$ cat src/rtl/counter_pkg.sv
// Shared encodings for the bounded up/down counter: count mode and direction.
package counter_pkg;

  localparam logic MODE_WRAP = 1'b0;
  localparam logic MODE_SAT  = 1'b1;
  localparam logic DIR_UP    = 1'b1;
  localparam logic DIR_DOWN  = 1'b0;

endpackage : counter_pkg

$ cat src/rtl/counter_updown_bounded_nbit.sv
// Up/down counter bounded to a programmable [min_val, max_val] window with wrap or
// saturate mode, a terminal-count pulse and a sticky overflow flag.
module counter_updown_bounded_nbit
  import counter_pkg::*;
#(
  parameter int CNT_WIDTH  = 8,
  parameter int STEP_WIDTH = 4
) (
  input  logic                  clk,
  input  logic                  reset_n,
  input  logic                  clear,
  input  logic                  load_en,
  input  logic [CNT_WIDTH-1:0]  load_val,
  input  logic                  en,
  input  logic                  up_down,
  input  logic [STEP_WIDTH-1:0] step,
  input  logic                  mode,
  input  logic [CNT_WIDTH-1:0]  min_val,
  input  logic [CNT_WIDTH-1:0]  max_val,
  input  logic                  ovf_clr,
  output logic [CNT_WIDTH-1:0]  counter_out,
  output logic                  at_min,
  output logic                  at_max,
  output logic                  tc_pulse,
  output logic                  ovf_sticky,
  output logic                  cfg_err
);

  localparam int EXT_W = CNT_WIDTH + 1;

  logic [CNT_WIDTH-1:0] counter_r;
  logic                 tc_r;
  logic                 ovf_r;

  logic [CNT_WIDTH-1:0] next_cnt_s;
  logic                 event_s;
  logic                 ovf_next_s;
  logic                 cfg_err_s;
  logic                 in_window_s;
  logic [EXT_W-1:0]     step_ext_s;
  logic [EXT_W-1:0]     cnt_ext_s;
  logic [EXT_W-1:0]     min_ext_s;
  logic [EXT_W-1:0]     max_ext_s;
  logic [EXT_W-1:0]     sum_s;
  logic [EXT_W-1:0]     diff_s;

  assign cfg_err_s   = (min_val > max_val);
  assign in_window_s = (counter_r >= min_val) && (counter_r <= max_val);
  assign step_ext_s  = {{(EXT_W - STEP_WIDTH){1'b0}}, step};
  assign cnt_ext_s   = {1'b0, counter_r};
  assign min_ext_s   = {1'b0, min_val};
  assign max_ext_s   = {1'b0, max_val};
  // The extra top bit catches carry out of the top and borrow below zero.
  assign sum_s       = cnt_ext_s + step_ext_s;
  assign diff_s      = cnt_ext_s - step_ext_s;

  // Next count and bound-crossing detection, in edge priority order.
  always_comb begin
    next_cnt_s = counter_r;
    event_s    = 1'b0;
    if (cfg_err_s) begin
      next_cnt_s = counter_r;
    end else if (clear) begin
      next_cnt_s = min_val;
    end else if (load_en) begin
      if (load_val < min_val) begin
        next_cnt_s = min_val;
      end else if (load_val > max_val) begin
        next_cnt_s = max_val;
      end else begin
        next_cnt_s = load_val;
      end
    end else if (en && (step != {STEP_WIDTH{1'b0}})) begin
      if (!in_window_s) begin
        next_cnt_s = (up_down == DIR_UP) ? min_val : max_val;
      end else if (up_down == DIR_UP) begin
        if (sum_s > max_ext_s) begin
          event_s    = 1'b1;
          next_cnt_s = (mode == MODE_SAT) ? max_val : min_val;
        end else begin
          next_cnt_s = sum_s[CNT_WIDTH-1:0];
        end
      end else begin
        if (diff_s[CNT_WIDTH] || (diff_s < min_ext_s)) begin
          event_s    = 1'b1;
          next_cnt_s = (mode == MODE_SAT) ? min_val : max_val;
        end else begin
          next_cnt_s = diff_s[CNT_WIDTH-1:0];
        end
      end
    end else begin
      next_cnt_s = counter_r;
    end
  end

  // A new crossing wins over a simultaneous clear request.
  always_comb begin
    if (event_s) begin
      ovf_next_s = 1'b1;
    end else if (ovf_clr) begin
      ovf_next_s = 1'b0;
    end else begin
      ovf_next_s = ovf_r;
    end
  end

  // Count, terminal-count pulse and sticky overflow state.
  always_ff @(posedge clk or negedge reset_n) begin
    if (!reset_n) begin
      counter_r <= {CNT_WIDTH{1'b0}};
      tc_r      <= 1'b0;
      ovf_r     <= 1'b0;
    end else begin
      counter_r <= next_cnt_s;
      tc_r      <= event_s;
      ovf_r     <= ovf_next_s;
    end
  end

  assign counter_out = counter_r;
  assign tc_pulse    = tc_r;
  assign ovf_sticky  = ovf_r;
  assign at_min      = (counter_r == min_val);
  assign at_max      = (counter_r == max_val);
  assign cfg_err     = cfg_err_s;

endmodule : counter_updown_bounded_nbit

$ cat config.mk
export PLATFORM = sky130hd
export DESIGN_NAME = counter_updown_bounded_nbit
export DESIGN_NICKNAME = d
export VERILOG_FILES = /design/src/rtl/counter_pkg.sv /design/src/rtl/counter_updown_bounded_nbit.sv
export SDC_FILE = /design/constraint.sdc
export NUM_CORES = 1
export LEC_CHECK = 0
export CAP_MARGIN = 0
export CORE_MARGIN = 5
export CORE_UTILIZATION = 56
export CTS_CLUSTER_DIAMETER = 120
export DETAILED_ROUTE_END_ITERATION = 10
export PLACE_DENSITY = 0.89
export SYNTH_ARGS = -nofsm -noshare
export SYNTH_HDL_FRONTEND = slang
export SYNTH_SLANG_ARGS = --single-unit
$ cat constraint.sdc
create_clock -name clk -period 4.8 [get_ports clk]
set_clock_uncertainty 0.1 [all_clocks]
set_input_delay 0.96 -clock clk [delete_from_list [all_inputs] [get_ports clk]]
set_output_delay 0.96 -clock clk [all_outputs]
set_load 0.01 [all_outputs]
==> results of run 1 <==
metal layers:
layer  global-route usage [%]  wire length [um]  up-vias
li1                         -                 -     1619
met1                     34.2              4030     1585
met2                     45.4              4800      238
met3                     4.02               941       60
met4                     9.93               505        0
met5                        0                 0        -
area by class of cell:
class / count / share of cell area, %
Tap cell: 72 / 2.38
Inverter: 33 / 3.28
Clock buffer: 3 / 1.09
Multi-Input combinational cell: 347 / 69.8
Sequential cell: 10 / 6.62
Timing Repair Buffer: 68 / 16.8
worst max-delay path by stage:
stage | from | to | slack [ns] | depth (start not counted)
6_report | step[0] | counter_out[3] | 0.0006 | 17
5_1_grt | step[0] | counter_out[2] | -0.15 | 17
4_1_cts | step[0] | counter_out[2] | 0.03 | 17
3_5_place_dp | step[0] | counter_out[2] | -0.20 | 17
3_3_place_gp | step[0] | counter_out[1] | -0.04 | 17
2_1_floorplan | step[0] | counter_out[0] | 0.41 | 15
cells in the final DEF, fill, tap and decap left out, drive strengths merged, types with 8 or more instances in the layout:
cell type,n
a21o,9
a21oi,38
buf,20
clkdlybuf4s50,48
dfrtp,10
ha,62
inv,33
mux2i,27
nand2,43
nand4,9
nor2,29
nor3,11
o21ai,27
o22ai,10
xor2,8
stage by stage:
step	TNS [ns]	hold slack, ns	instance area, sq um	worst slack [ns]
floorplan	0	0.421	3100	0.414
global placement	-0.118	0.362	3680	-0.0373
detailed placement	-1.08	0.368	3680	-0.204
CTS	0	0.378	3730	0.0276
global route	-0.743	0.400	3780	-0.149
finish	0	0.376	3780	0.000554
power by group through the flow:
| stage | combinational, mW | clock [mW] | sequential (mW) |
|---|---|---|---|
| after floorplan | 0.660 | 0 | 0.141 |
| after global placement | 0.901 | 0 | 0.157 |
| after detailed placement | 0.938 | 0 | 0.156 |
| after CTS | 0.944 | 0.0886 | 0.155 |
| after global routing | 1.10 | 0.0932 | 0.163 |
| final | 1.02 | 0.0906 | 0.159 |
timing repair:
| action | 4_1_cts | 5_1_grt |
|---|---|---|
| setup endpoints to repair | 0 | 10 |
| gates resized for setup | 0 | 10 |
| buffers inserted | 0 | 1 |
flip-flops by register name, summed over array words and instances, names as in the netlist:
signal	count
ovf_sticky	1
counter_out	8
tc_pulse	1
critical path, cell delays in order:
cell and delay, ns:
clkdlybuf4s50_1 0.50, ha_1 0.18, inv_1 0.06, fa_1 0.39
a21o_2 0.24, a2111oi_4 0.36, xor2_1 0.17, ha_1 0.38
nand3_1 0.13, o22ai_1 0.21, a21oi_2 0.06, buf_4 0.17
a21oi_2 0.33, mux2i_1 0.23, nor3_1 0.06, nor3_1 0.28
a311oi_1 0.08
logic make-up after synthesis:
logic type                 after synthesis  share of synthesized area (%)
buffers and inverters                   47                           8.11
AOI/OAI and AO/OA                      127                           27.7
DFF                                     10                           8.07
and+or+nand+nor                        116                           17.2
muxes                                   30                           9.81
adders and majority gates               64                           26.3
xor gates and xnor gates                10                           2.83
==> impl_summary.md, run 1 <==
Drt
The initial DRC count is 406. The first detailed-routing pass ran for 5 iterations. For this run, design rule violations remaining after detail routing come to 0. Dividing the detail-routed wire length by the instance count gives 19.3 um. In the routed layout, each cell is associated on average with a via count of 6.57. The count of nets left with antenna violations once routing finished came out at 0.

Detailed routing inserted a total of 3502 vias. The final routed wirelength across all metal layers is 10300 um.

Placement
The wire-length estimate of the detail-placed layout is 7990 um. After detailed placement, the design holds a cell count of 529. Routability-driven placement finished with a final weighted congestion of 0.930. The number of buffer cells added on primary ports is 48.

Synth
Synthesis instantiated 61 different standard cells from the library. Ranked by total cell area, the synthesized netlist is headed by ha_1, mux2i_1, dfrtp_1. The number of warnings reported in the yosys synthesis log is 0. The synthesized area divided by synthesized cell count is 7.67 sq um. When the netlist entered floorplanning its net count stood at 504.

The fraction of the yosys area taken by sequential cells is 8.07%. By instance count, the leading cell after synthesis is ha_1. Among all flip-flop cells after synthesis, the most frequent one is dfrtp_1.

The post-synthesis sequential element count is 10. The most area-hungry cell type in the Yosys netlist is ha_1. Yosys mapped a number of flops with a built-in enable equal to 0. Summing every instance area after synthesis gives 3100 sq um. In the synthesized netlist, the cells that appear most often are ha_1, nand2_1, a21oi_1. Of the post-synthesis cell area, the dominant cell type holds 25.0%. The cell count after synthesis came out at 404. Of all flip-flops after synthesis, the portion carrying an async set or reset was 100%.

Power and ir drop
The power after layout is 1.27 mW. The sequential share of power is 12.6%. In this run the power density over the cells is 335 nW/um^2. Of the total power, combinational logic draws 80.3%. Net switching is 50.7% of the power. The worst ir drop on vdd is 0.197 mV. In this run the static leakage power is 1.77 nW. Cell internal power was estimated by the tool at 0.625 mW. The analysis attributes to net switching a power of 0.642 mW. Of the total power, the clock network draws 7.2%.

Hold path
The class of the tightest hold or removal check is reg2reg. The path with the worst hold slack has its endpoint at ovf_sticky. The launch instance of the worst min-delay path is ovf_sticky. The instance count along the most critical hold path is 1.

Timing
The headroom to the max-slew limit is 29.4%. The transition at the pin with the smallest max-transition slack is 1.06 ns. The final worst-path cycle share is 100%. Setup repair after global routing could not meet its margin everywhere. The number of endpoints with negative hold slack in the final report is 0. The highest achievable clock rate is 0.208 GHz. The final critical-path required period is 4.80 ns. Setup violations remaining at the end of the flow were counted as 0. The max-slew violation count is 0.

Final layout
Relative to the synthesized area, the layout overhead comes to 21.9%. Cells fill 69.5% of the core in the end. In the final layout, flip-flops and latches occupy 250 sq um.

The filler cells instantiated in the layout total 446. The count of placed standard cells in the final layout, fillers left out is 533. The number of nets in the final layout is 563.

The area used by multi-input combinational logic is 2640 sq um. The total inserted antenna cells is 0. The fraction of layout instances using a drive strength above 1 is 9.76%.

CTS
The clock buffer count from CTS is 3. Clock latency on the worst-skew pair, taken at its later pin, is 0.24 ns. The depth of the CTS H-tree is 1.

The clock passes through at most 2 buffers. The master cell of the clock root buffer is clkbuf_8. The clock tree from TritonCTS is built. For this design, the CTS-stage hold fixing added 0 buffers. The clock transition time at the flip-flop clock pins of the worst setup and hold paths is 0.05 ns. The clock drives 10 sinks.

Critical path
The data arrival at the endpoint of the critical path is 4.79 ns. The capture instance of the worst register-to-register path is counter_out[3]. The setup check on the worst reg-to-reg path leaves a slack of 0.64 ns. The start-to-end type of the worst setup path is in2reg.

The kind of end point of the critical path is a flip-flop. In this run the critical register-to-register path is launched from counter_out[0]. The length in cells of the worst reg-to-reg path is 17. The launching element type of the critical path is an input port. The data required time at the worst endpoint is 4.79 ns. Of all nets on the critical path, the largest fanout is 7.

Run
The tool flagged a number of max-cap violations equal to 0.

GRT
The maximum number of pins on one net before global-route repair is 28. The via count of the first global-routing pass came to 3175. The first global-routing pass estimated 15600 um of wire.

The overall fraction of global-route tracks in use is 26.8%. For this run the aggregate overflow at the end of global routing stands at 0. The number of antenna violations at the first check in global routing came to 0.

Floorplan
The number of I/O pins is 49. The vertical die dimension is 84.4 um. The total area inside the core boundary comes to 5440 sq um. The horizontal die dimension is 84.4 um. For this configuration, the core starts out at a cell density of 57.0%. In this run the core area contains 27 standard-cell rows. The die footprint is 7120 sq um.

Status
The flow ran to the end, and the final reports show no timing, DRC or antenna violations.
(Power assumes the default switching activity.)
==> inputs of run 2 (changes only) <==
SETUP_SLACK_MARGIN = 0.2   (was not set)
SLEW_MARGIN = 20   (was not set)
==> run 2 against run 1 <==
  * Flip-flop and latch count stayed put
  * Global-route usage increased by 0.91 points
  * Largest power group unchanged
  * Setup slack improved by 0.24 ns
  * First-iteration DRC count increased by 27%
==> impl_summary.md, run 2 (same netlist as run 1, synthesis figures left out) <==
Timing
The number of failing setup endpoints in the final timing report was 0 (unchanged). The accumulated negative setup slack is 0 ns (unchanged). The transition at the pin with the smallest max-transition slack is 1.08 ns (was 1.06 ns). The headroom to the max-slew limit is 27.5% (was 29.4%). The final critical-path required period is 4.56 ns (was 4.80 ns).

The number of endpoints with negative hold slack in the final report came to 0 (unchanged). The max-slew violation count was 0 (unchanged). The final worst-path cycle share is 95.0% (was 100%). The highest achievable clock rate is 0.219 GHz (was 0.208 GHz). Setup repair after global routing missed its margin: true (unchanged).

Final layout
The number of nets in the final layout is 566 (was 563). The fraction of layout instances using a drive strength above 1 came to 11.4% (was 9.76%). Commonest cells after routing, fill and taps aside: ha_1, clkdlybuf4s50_1, nand2_1, inv_1, a21oi_1 (was ha_1, clkdlybuf4s50_1, nand2_1, a21oi_1, inv_1).

The flip-flop count of the largest register after layout came to 8 (unchanged). The most common cell after layout, fill and taps aside was ha_1 (unchanged). The area growth from synthesis to final layout was 24.1% (was 21.9%).

The utilization of the core after routing was 70.7% (was 69.5%). The total inserted antenna cells is 0 (unchanged).

Hold path
The class of the tightest hold or removal check is reg2reg (unchanged). The instance count along the most critical hold path was 1 (unchanged). The launch instance of the worst min-delay path is ovf_sticky (unchanged).

The destination of the worst hold path was ovf_sticky (unchanged).

Drt
The detailed-route wire length per cell is 19.8 um (was 19.3 um). The residual antenna-violating net count after detailed routing came to 0 (unchanged). The post-detailed-route via-to-cell ratio is 6.65 (was 6.57). The first-pass iteration count of the detailed router is 7 (was 5). The via count came to 3567 (was 3502).

The DRC violation count after routing is 0 (unchanged). The final routed wirelength across all metal layers is 10600 um (was 10300 um). The initial DRC count came to 516 (was 406).

CTS
The depth of the CTS H-tree was 1 (unchanged). The deepest clock path buffer count is 2 (unchanged). The master cell of the clock root buffer is clkbuf_8 (unchanged). The clock transition time at the flip-flop clock pins of the worst setup and hold paths is 0.05 ns (about the same). The clock latency on the worst-skew pair is 0.24 ns (about the same). The number of clock sinks was 10 (unchanged). The clock buffer count from CTS is 3 (unchanged). The quantity of hold-fixing buffers added after cts is 0 (unchanged).

The clock tree from TritonCTS is built (unchanged).

Critical path
The startpoint of the worst setup timing path is step[3] (was step[0]). The register-to-register path setup slack is 0.75 ns (was 0.64 ns). The launching point of the worst reg2reg path is counter_out[0] (unchanged). The kind of end point of the critical path is a flip-flop (unchanged). The largest fanout on the critical path was 5 (was 7). The launching element type of the critical path is an input port (unchanged).

The data arrival at the endpoint of the critical path is 4.57 ns (was 4.79 ns). The start-to-end type of the worst setup path was in2reg (unchanged). The capture instance of the worst register-to-register path was counter_out[0] (was counter_out[3]).

The data required time at the worst endpoint is 4.81 ns (was 4.79 ns). The length in cells of the worst reg-to-reg path is 17 (unchanged).

GRT
The global-route wire length before repair is 16000 um (was 15600 um). The remaining global-route overflow is 0 (unchanged). The via count of the first global-routing pass is 3277 (was 3175). The number of antenna violations at the first check in global routing is 0 (unchanged). The busiest layer in global routing is met2 (unchanged). The global routing met1 resource utilization is 34.5% (was 34.2%). The met2 track demand over resource is 45.6% (was 45.4%).

The met3 demand-to-capacity share in global routing came to 4.51% (was 4.02%). The maximum number of pins on one net before global-route repair is 28 (unchanged). The overall fraction of global-route tracks in use was 27.7% (was 26.8%).

Run
The total of max-cap violations came to 0 (unchanged).

Power and ir drop
The switching power as a share of total power is 50.4% (was 50.7%). The power share of the combinational group is 81.2% (was 80.3%). The internal cell power is 0.662 mW (was 0.625 mW). The leakage power figure is 1.80 nW (was 1.77 nW). The switching power is 0.672 mW (was 0.642 mW). The sequential share of power is 12.1% (was 12.6%). The power per standard cell area was 347 nW/um^2 (was 335 nW/um^2).

The proportion of power drawn by the clock network is 6.7% (was 7.2%). The worst ir drop on vdd is 0.195 mV (was 0.197 mV). The power after layout is 1.33 mW (was 1.27 mW).

Floorplan
The floorplan core area is 5440 sq um (unchanged). The total number of placement rows is 27 (unchanged). The die footprint is 7120 sq um (unchanged). The number of I/O pins is 49 (unchanged). The vertical die dimension came to 84.4 um (unchanged).

The horizontal die dimension was 84.4 um (unchanged). The initial core utilization is 57.0% (unchanged).

Placement
The final HPWL from detailed placement is 7990 um (unchanged). The weighted congestion at the end of routability-driven global placement is 0.930 (unchanged). The number of buffer cells added on primary ports is 48 (unchanged).

Status
Run status: finished, final reports clean (unchanged).
==> run 2: cell types whose count changed in the layout (fill, tap and decap cells not counted), sizes merged <==
cell	change
buf	+3
clkdlybuf4s50	-1
dlymetal6s2s	+1
==> run 2: what timing repair did <==
item / 4_1_cts / 5_1_grt
resized for setup: 4 / 17
gates cloned: 0 / 0
endpoints found under the setup margin: 8 / 10
buffers inserted: 1 / 3
pin swaps: 0 / 9
==> run 2: stage by stage <==
step / cells / hold slack (ns) / setup slack, ns / cell area (sq um)
after CTS: 533 / 0.378 / 0.209 / 3760
after detailed placement: 529 / 0.368 / -0.204 / 3680
after global routing: 536 / 0.400 / 0.0791 / 3840
after floorplan: 404 / 0.421 / 0.414 / 3100
final: 536 / 0.376 / 0.241 / 3840
after global placement: 529 / 0.362 / -0.0373 / 3680
==> run 2: final cells by class <==
type | instances | area (sq um)
Multi-Input combinational cell | 347 | 2680
Fill cell | 438 | 1590
Timing Repair Buffer | 71 | 663
Sequential cell | 10 | 250
Inverter | 33 | 124
Tap cell | 72 | 90.1
Clock buffer | 3 | 41.3
==> run 2: worst max path at each step <==
stage	to	slack [ns]	depth (start not counted)
after floorplan	counter_out[0]	0.41	15
after global placement	counter_out[1]	-0.04	17
after detailed placement	counter_out[2]	-0.20	17
after CTS	counter_out[4]	0.21	19
after global routing	counter_out[2]	0.08	18
final	counter_out[0]	0.24	17
==> run 2: power groups by stage <==
| stage | clock (mW) | sequential, mW | combinational (mW) |
|---|---|---|---|
| finish | 0.0890 | 0.162 | 1.08 |
| detailed placement | 0 | 0.156 | 0.938 |
| CTS | 0.0886 | 0.157 | 0.962 |
| global route | 0.0932 | 0.164 | 1.17 |
| floorplan | 0 | 0.141 | 0.660 |
| global placement | 0 | 0.157 | 0.901 |
==> run 2: critical path, cell delays in order <==
cell and delay (ns):
clkdlybuf4s50_1 0.52, inv_1 0.06, ha_1 0.40, buf_4 0.20, o21a_1 0.13, o31a_1 0.20
nor2_1 0.07, xor2_1 0.25, ha_1 0.32, nand3_1 0.13, o22ai_1 0.12, a21oi_2 0.17
mux2_2 0.35, mux2i_1 0.14, o22ai_1 0.12, a211oi_2 0.25, o221ai_1 0.15
==> run 2: metal layers <==
layer,wire length [um],share of wire [%],vias up
li1,-,-,1621
met1,3970,37,1614
met2,4920,46,264
met3,1060,10,68
met4,647,6.1,0
met5,0,0,-
==> inputs of run 3 (changes only) <==
ABC_AREA = 1   (was not set)
CORE_UTILIZATION = 45   (was 56)
PLACE_DENSITY = 0.74   (was 0.89)
==> run 3 against run 2 <==
  * Via count up 1.7%
  * Flip-flop and latch count unchanged
  * First-iteration DRC count down 41%
  * Global-route usage down 4.1 points
  * Critical endpoint is now cfg_err
  * Largest power group unchanged
  * Highest routed layer unchanged
==> impl_summary.md, run 3 <==
Status
Run status: finished, final reports clean (unchanged).

Critical path
The launching element type of the critical path is an input port (unchanged). The kind of end point of the critical path is an output port (was flip-flop). The data arrival at the endpoint of the critical path is 3.20 ns (was 4.57 ns). The data required time at the worst endpoint was 3.74 ns (was 4.81 ns).

The largest fanout on the critical path is 5 (unchanged). The start-to-end type of the worst setup path is in2out (was in2reg).

CTS
The number of setup buffers added after CTS is 0 (was 1). The clock buffer count from CTS is 3 (unchanged). The clock latency on the worst-skew pair is 0.24 ns (about the same). The number of clock sinks was 10 (unchanged). The depth of the CTS H-tree is 1 (unchanged). The number of cells upsized or downsized after cts is 0 (was 4). The master cell of the clock root buffer is clkbuf_8 (unchanged).

The deepest clock path buffer count is 2 (unchanged). The clock transition time at the flip-flop clock pins of the worst setup and hold paths is 0.05 ns (about the same). The clock tree from TritonCTS is built (unchanged). The quantity of hold-fixing buffers added after cts came to 0 (unchanged).

Synth
The number of enable-type register cells in the synthesized netlist is 0 (unchanged). The fraction of the yosys area taken by sequential cells is 7.74% (was 8.07%). The number of warnings reported in the yosys synthesis log is 0 (unchanged). The most area-hungry cell type in the Yosys netlist was ha_1 (unchanged). The post-synthesis sequential element count is 10 (unchanged). The share of synthesized flip-flops with an asynchronous set or reset was 100% (unchanged). Top cell types by occurrence after synthesis: nand2_1, inv_1, ha_1 (was ha_1, nand2_1, a21oi_1).

The top flip-flop cell by instance count after synthesis is dfrtp_1 (unchanged). The unique cell type count in the Yosys netlist is 40 (was 61). The cell area after technology mapping is 3230 sq um (was 3100 sq um). The gate count of the mapped netlist is 526 (was 404). The synthesized area divided by synthesized cell count was 6.15 sq um (was 7.67 sq um). The synthesized netlist net count is 626 (was 504). The most common cell in the synthesized netlist was nand2_1 (was ha_1). Ranking of synthesized cells by area: ha_1, nand2_1, inv_1 (was ha_1, mux2i_1, dfrtp_1). The top cell type's share of synthesized area came to 24.0% (was 25.0%).

Final layout
The most common cell after layout, fill and taps aside is nand2_1 (was ha_1). The total inserted antenna cells was 0 (unchanged). Commonest cells after routing, fill and taps aside: nand2_1, inv_1, ha_1, nand3_1, clkdlybuf4s50_1 (was ha_1, clkdlybuf4s50_1, nand2_1, inv_1, a21oi_1). The count of placed standard cells in the final layout, fillers left out is 669 (was 536).

The final instance area is 3860 sq um (was 3840 sq um). The area growth from synthesis to final layout is 19.3% (was 24.1%). The fraction of layout instances using a drive strength above 1 is 6.67% (was 11.4%).

The flip-flop count of the largest register after layout is 8 (unchanged). The utilization of the core after routing is 54.1% (was 70.7%). The number of nets in the final layout is 671 (was 566).

Hold path
The class of the tightest hold or removal check is reg2reg (unchanged).

Drt
The initial DRC count came to 304 (was 516). The met2 layer wire length in the routed design is 5080 um (was 4920 um). The via count was 3628 (was 3567). The post-detailed-route via-to-cell ratio is 5.42 (was 6.65). The final routed wirelength across all metal layers is 10500 um (was 10600 um). The DRC violation count after routing is 0 (unchanged). The highest metal layer with signal wires is met4 (unchanged). The met1 routed wirelength after detailed routing came to 4510 um (was 3970 um). The first-pass iteration count of the detailed router is 5 (was 7). The detailed-route wire length per cell is 15.7 um (was 19.8 um).

The met3 layer wire length in the routed design is 628 um (was 1060 um). The residual antenna-violating net count after detailed routing is 0 (unchanged).

Timing
The max-slew violation count is 0 (unchanged). The final hold slack was 0.474 ns (was 0.376 ns). The headroom to the max-slew limit is 39.4% (was 27.5%). The number of failing setup endpoints in the final timing report is 0 (unchanged). Setup repair after global routing missed its margin: false (was true).

The highest achievable clock rate is 0.235 GHz (was 0.219 GHz). The post-route worst setup slack is 0.541 ns (was 0.241 ns). The number of endpoints with negative hold slack in the final report is 0 (unchanged). The transition at the pin with the smallest max-transition slack came to 0.906 ns (was 1.08 ns). The final worst-path cycle share is 88.7% (was 95.0%). The final critical-path required period is 4.26 ns (was 4.56 ns). The accumulated negative setup slack came to 0 ns (unchanged).

Floorplan
The number of I/O pins is 49 (unchanged). The horizontal die dimension is 94.8 um (was 84.4 um). The initial core utilization is 45.3% (was 57.0%). The vertical die dimension is 94.8 um (was 84.4 um).

The floorplan core area is 7140 sq um (was 5440 sq um). The total number of placement rows is 31 (was 27). The die footprint is 8980 sq um (was 7120 sq um).

GRT
The overall fraction of global-route tracks in use came to 23.6% (was 27.7%). The remaining global-route overflow is 0 (unchanged). The global-route wire length before repair is 16700 um (was 16000 um).

The number of antenna violations at the first check in global routing was 0 (unchanged). The via count of the first global-routing pass is 3442 (was 3277). The maximum number of pins on one net before global-route repair came to 33 (was 28).

Placement
The standard cell area after detailed placement was 3800 sq um (was 3680 sq um). The total placed cells including tap cells was 665 (was 529). The final HPWL from detailed placement is 8460 um (was 7990 um). The placement-stage worst setup slack is 0.407 ns (was -0.204 ns). The number of buffer cells added on primary ports is 48 (unchanged). The weighted congestion at the end of routability-driven global placement is 0.907 (was 0.930).

Power and ir drop
The power per standard cell area is 298 nW/um^2 (was 347 nW/um^2). The power after layout came to 1.15 mW (was 1.33 mW). The worst ir drop on vdd is 0.242 mV (was 0.195 mV). The leakage power figure is 2.05 nW (was 1.80 nW).

Run
The total of max-cap violations is 0 (unchanged).
run 3: cell types whose count changed in the layout (fill, tap and decap cells not counted), moves of 12 or more:
cell	delta
a21oi_1	+15
buf_4	-14
inv_1	+36
mux2i_1	-27
nand2_1	+114
nand3_1	+43
o21ai_0	+12
run 3: path summary, 6_finish.rpt:
kind / depth (start not counted) / start / end / slack, ns
hold / removal: 2 / ovf_sticky / ovf_sticky / 0.47
min in group asynchronous: 1 / reset_n / counter_out[6] / 0.92
max in group asynchronous: 1 / reset_n / counter_out[3] / 3.37
setup / recovery: 10 / max_val[6] / cfg_err / 0.54
setup reg to reg: 25 / counter_out[0] / counter_out[7] / 1.33
hold reg to reg: 2 / ovf_sticky / ovf_sticky / 0.47
run 3: kinds of logic after synthesis:
| family | count (synthesis) | synth area share (%) |
|---|---|---|
| AND/OR/NAND/NOR | 254 | 35.7 |
| AO/OA/AOI/OAI | 102 | 17.9 |
| buffers and inverters | 90 | 11.6 |
| adder cells (fa/ha/maj) | 64 | 25.2 |
| flip-flops | 10 | 7.74 |
| XOR/XNOR | 6 | 1.86 |
run 3: final cells by class:
type	count	area [sq um]
Clock buffer	4	55.1
Sequential cell	10	250
Tap cell	99	124
Fill cell	761	3280
Timing Repair Buffer	55	533
Inverter	75	287
Multi-Input combinational cell	426	2610
run 3: where the power goes:
group          total (mW)  switching [mW]  internal, mW
combinational       0.887           0.543         0.343
sequential          0.155          0.0538         0.101
clock               0.107          0.0349        0.0722
run 3: worst max-delay path, stage by stage:
cell	delay, ns
clkdlybuf4s50_1	0.46
inv_1	0.29
ha_1	0.31
nand4_1	0.11
clkinv_1	0.10
nand2_1	0.08
o211ai_1	0.09
o21ai_1	0.21
inv_1	0.09
clkdlybuf4s50_1	0.49
run 3: per-layer routing:
layer / up-vias / track usage [%]
li1: 1830 / -
met1: 1651 / 30.7
met2: 125 / 41.5
met3: 22 / 2.31
met4: 0 / 6.25
met5: - / 0
